===== config.mk =====
export PLATFORM = sky130hd
export DESIGN_NAME = deser_1to4
export DESIGN_NICKNAME = d
export VERILOG_FILES = /design/src/rtl/deser_1to4.sv
export SDC_FILE = /design/constraint.sdc
export NUM_CORES = 1
export LEC_CHECK = 0
export BUFFER_PORTS_ARGS = -buffer_cell sky130_fd_sc_hd__clkbuf_2
export CAP_MARGIN = 20
export CORE_AREA = 4 4 41 43
export DETAILED_ROUTE_END_ITERATION = 7
export DIE_AREA = 0 0 45 47
export PLACE_DENSITY_LB_ADDON = 0.2
export SLEW_MARGIN = 15
export SYNTH_ARGS = -nofsm -noshare
export SYNTH_HDL_FRONTEND = slang
export SYNTH_SLANG_ARGS = --single-unit

===== constraint.sdc =====
create_clock -name clk -period 1.4 [get_ports clk]
set_input_delay 0.14 -clock clk [delete_from_list [all_inputs] [get_ports clk]]
set_output_delay 0.14 -clock clk [all_outputs]
set_load 0.02 [all_outputs]

===== src/rtl/deser_1to4.sv =====
// deser_1to4: 1-bit serial stream to 4-bit words over valid/ready.
// Ports: clk, rst (sync, high), in_bit/in_valid/in_ready (serial side),
// out_word/out_valid/out_ready (word side), any_set (only with DESER_ANY_EN).
// MSB_FIRST=0 puts the first bit in out_word[0]; 1 puts it in out_word[3].
module deser_1to4 #(
  parameter bit MSB_FIRST = 1'b0
) (
  input  logic       clk,
  input  logic       rst,
  input  logic       in_bit,
  input  logic       in_valid,
  output logic       in_ready,
  output logic [3:0] out_word,
  output logic       out_valid,
  input  logic       out_ready
`ifdef DESER_ANY_EN
  ,
  output logic       any_set
`endif
);

  typedef enum logic [1:0] {
    S0 = 2'd0,
    S1 = 2'd1,
    S2 = 2'd2,
    S3 = 2'd3
  } state_t;

  state_t     cnt;
  logic [2:0] part;
  logic       accept;
  logic       consume;
  logic       done;
  logic [3:0] word;

  // Only the completing bit has to wait for the held word to drain.
  assign in_ready = !(cnt == S3 && out_valid && !out_ready);
  assign accept   = in_valid && in_ready;
  assign consume  = out_valid && out_ready;
  assign done     = accept && (cnt == S3);

  always_comb begin
    word = {in_bit, part[2], part[1], part[0]};
    if (MSB_FIRST)
      word = {part[0], part[1], part[2], in_bit};
  end

  always_ff @(posedge clk) begin
    if (rst) begin
      cnt       <= S0;
      part      <= 3'b000;
      out_word  <= 4'b0000;
      out_valid <= 1'b0;
`ifdef DESER_ANY_EN
      any_set   <= 1'b0;
`endif
    end else begin
      if (accept) begin
        unique case (cnt)
          S0: begin
            part[0] <= in_bit;
            cnt     <= S1;
          end
          S1: begin
            part[1] <= in_bit;
            cnt     <= S2;
          end
          S2: begin
            part[2] <= in_bit;
            cnt     <= S3;
          end
          S3: begin
            out_word <= word;
`ifdef DESER_ANY_EN
            any_set  <= |word;
`endif
            cnt      <= S0;
          end
        endcase
      end
      // Completion wins over consume so a word handed over
      // and replaced on the same edge stays valid.
      if (done)
        out_valid <= 1'b1;
      else if (consume)
        out_valid <= 1'b0;
    end
  end

endmodule


==> impl_results.md <==
* Mapped Area at 499 um^2
* Gpl congestion at 0.699
* Hold-fix buffers, CTS at 0
* WL met3 at 44 um
* Die W at 45 um
* Yosys warns at 0
* Post-layout nets at 76
* Buffers on Ports at 10
* Fmax at 779 MHz
* Final worst slack at 0.117 ns
* CP max FO at 8
* Clock transition at path regs at 0.07 ns
* DR top layer: met4
* Worst EP required at 1.26 ns
* Routed WL at 949 um
* CTS Sinks at 10
* Htree depth at 1
* CP startpoint: cnt[1]
* M1 WL at 482 um
* Worst min path class: primary input to register
* Final Max Slew Viols at 0
* Commonest cells after routing, fill and taps aside: clkbuf_2 (10), dfxtp_1 (9), a21oi_1 (7)
* Seq/Total Area, Yosys at 0.401
* Pre-CTS WS at 0.184 ns
* Critical Path Slowest Stage Cell: dfxtp_1
* Post-Syn Area per Cell at 9.60 um^2
* Flop2flop setup slack at 0.22 ns
* CTS tree: built
* DP Area at 567 um^2
* 1st-iter DRT viols at 8
* Static leakage at 0.000297 uW
* Crit share post-route at 0.917
* Arrival time at the worst endpoint at 1.14 ns
* Resize count post-CTS at 0
* Core Rows at 13
* RSZ-0062 raised after global routing: no
* Remaining antenna violation count at 0
* #FFs+latches synth at 10
* CP Capture Type: primary output
* Launching point of the worst reg2reg path: cnt[1]
* Ports at 11
* Drt wl/cell at 11.9 um
* Reg2reg end: out_word[0]
* Number of global-route vias before repair at 353
* Pin count of the biggest net entering global routing at 13
* Initial antenna violation count at 0
* Power per cell area at 1030 mW/mm^2
* Clk_lat worst skew at 0.26 ns
* Finished Cell Area at 607 um^2
* Peak VDD IR at 0.000569 V
* DP HPWL at 712 um
* Max-slew headroom at 0.854
* Cell count along the critical path at 3
* Worst-path cell chain: ha_2 -> nand3b_4 -> clkbuf_2
* Worst clock skew at 0.00960 ns
* Core box area at 0.00130 mm^2
* CP top delay family: flip-flops
* Slowest cell delay on critical path at 0.37 ns
* Layout cells sized above 1 at 0.292
* Post-synth cell types at 18
* Status: completed
* # DRC at 0
* Commonest non-fill, non-tap cell in the layout: clkbuf_2
* Height of the die at 47 um
* Synth Net Count at 62
* DR vias at 401
* CTS buffer count at 3
* Number of setup buffers added after CTS at 0
* Via density per instance at 5.01
* Worst Setup EP: in_ready
* Initial DRT Pass Iterations at 4
* Setup TNS at 0 ns
* Synth-to-Final Area Change at 21.6%
* CP startpoint kind: register
* GRT Total Usage at 0.102
* Congestion Overflow GR at 0
* Root Buffer: clkbuf_4
* Max Cap Viol at 0
* Routed wl met2 at 410 um
* Worst Path Class, Setup: register to primary output
* Post-layout util at 0.466
* Initial Utilization at 0.384
* Worst slew pin tran at 0.219 ns
* Die area at 0.00212 mm^2
* First-pass GRT wire length at 1.48 mm
* Final hold violations at 0
* Synthesized instance count at 52
* Reg2Reg Depth at 5
* Final setup violation count at 0
* Buf+Inv Stages, Crit Path at 1
* Clk buf depth at 2
* Tmin final at 1.28 ns
* Antenna diode count at 0
==> metal layers <==
metal,global-route usage,up-vias
met5,0,-
met4,0.0702,0
met3,0.0575,2
met2,0.144,6
met1,0.118,181
li1,-,212
==> registers in the layout, indices dropped and copies added (netlist names) <==
signal,count
cnt,2
out_valid,1
out_word,4
part,3
==> layout make-up <==
type | count | area (um^2)
fill | 132 | 694
multi-input combinational | 38 | 285
sequential | 10 | 201
timing repair buffer | 11 | 57.6
clock buffer | 4 | 36.3
tap | 15 | 18.8
inverter | 2 | 7.51
==> worst min path at each step <==
stage	startpoint	end	cells past startpoint
after CTS	in_bit	out_word[3]	3
final	in_bit	out_word[3]	3
after detailed placement	in_bit	out_word[3]	3
after global routing	in_bit	out_word[3]	3
after floorplan	in_bit	out_word[3]	2
after global placement	in_bit	out_word[3]	3
==> stage by stage <==
step | total power, uW | cells | hold slack [ns]
global placement | 373 | 76 | 0.437
finish | 623 | 80 | 0.151
CTS | 634 | 80 | 0.138
global route | 663 | 80 | 0.152
detailed placement | 372 | 76 | 0.428
floorplan | 355 | 52 | 0.290
==> tightest hold or removal path: stages <==
cell and delay (ns):
clkbuf_2 0.10, nand4_1 0.07, a21oi_1 0.06
==> cells in the mapped netlist, drive strengths merged <==
master | n | area share
ha | 5 | 0.13
dfxtp | 10 | 0.40
nor2b | 1 | 0.013
nand2 | 1 | 0.0075
nand4 | 4 | 0.050
inv | 2 | 0.015
buf | 1 | 0.010
mux2i | 3 | 0.060
o21ai | 4 | 0.040
nand3b | 1 | 0.040
a21oi | 7 | 0.070
nand3 | 3 | 0.030
a311oi | 1 | 0.018
and3 | 1 | 0.023
nor2 | 1 | 0.0075
o21ba | 1 | 0.020
clkbuf | 1 | 0.0075
nand2b | 5 | 0.063
==> report_power, final <==
| group | leakage (uW) | internal (uW) | switching [uW] |
|---|---|---|---|
| Clock | 0.0000210 | 158 | 98.3 |
| Sequential | 0.0000815 | 295 | 8.14 |
| Combinational | 0.000194 | 30.9 | 33.3 |
| Total | 0.000297 | 484 | 140 |
==> cell families after synthesis <==
group	after synthesis	share of synthesized area
AO/OA/AOI/OAI	13	0.148
multiplexers	3	0.0602
AND/OR/NAND/NOR	17	0.233
flip-flops	10	0.401
adder cells (fa/ha/maj)	5	0.125
buffers and inverters	4	0.0326
Power figures use the tool's default switching activity.
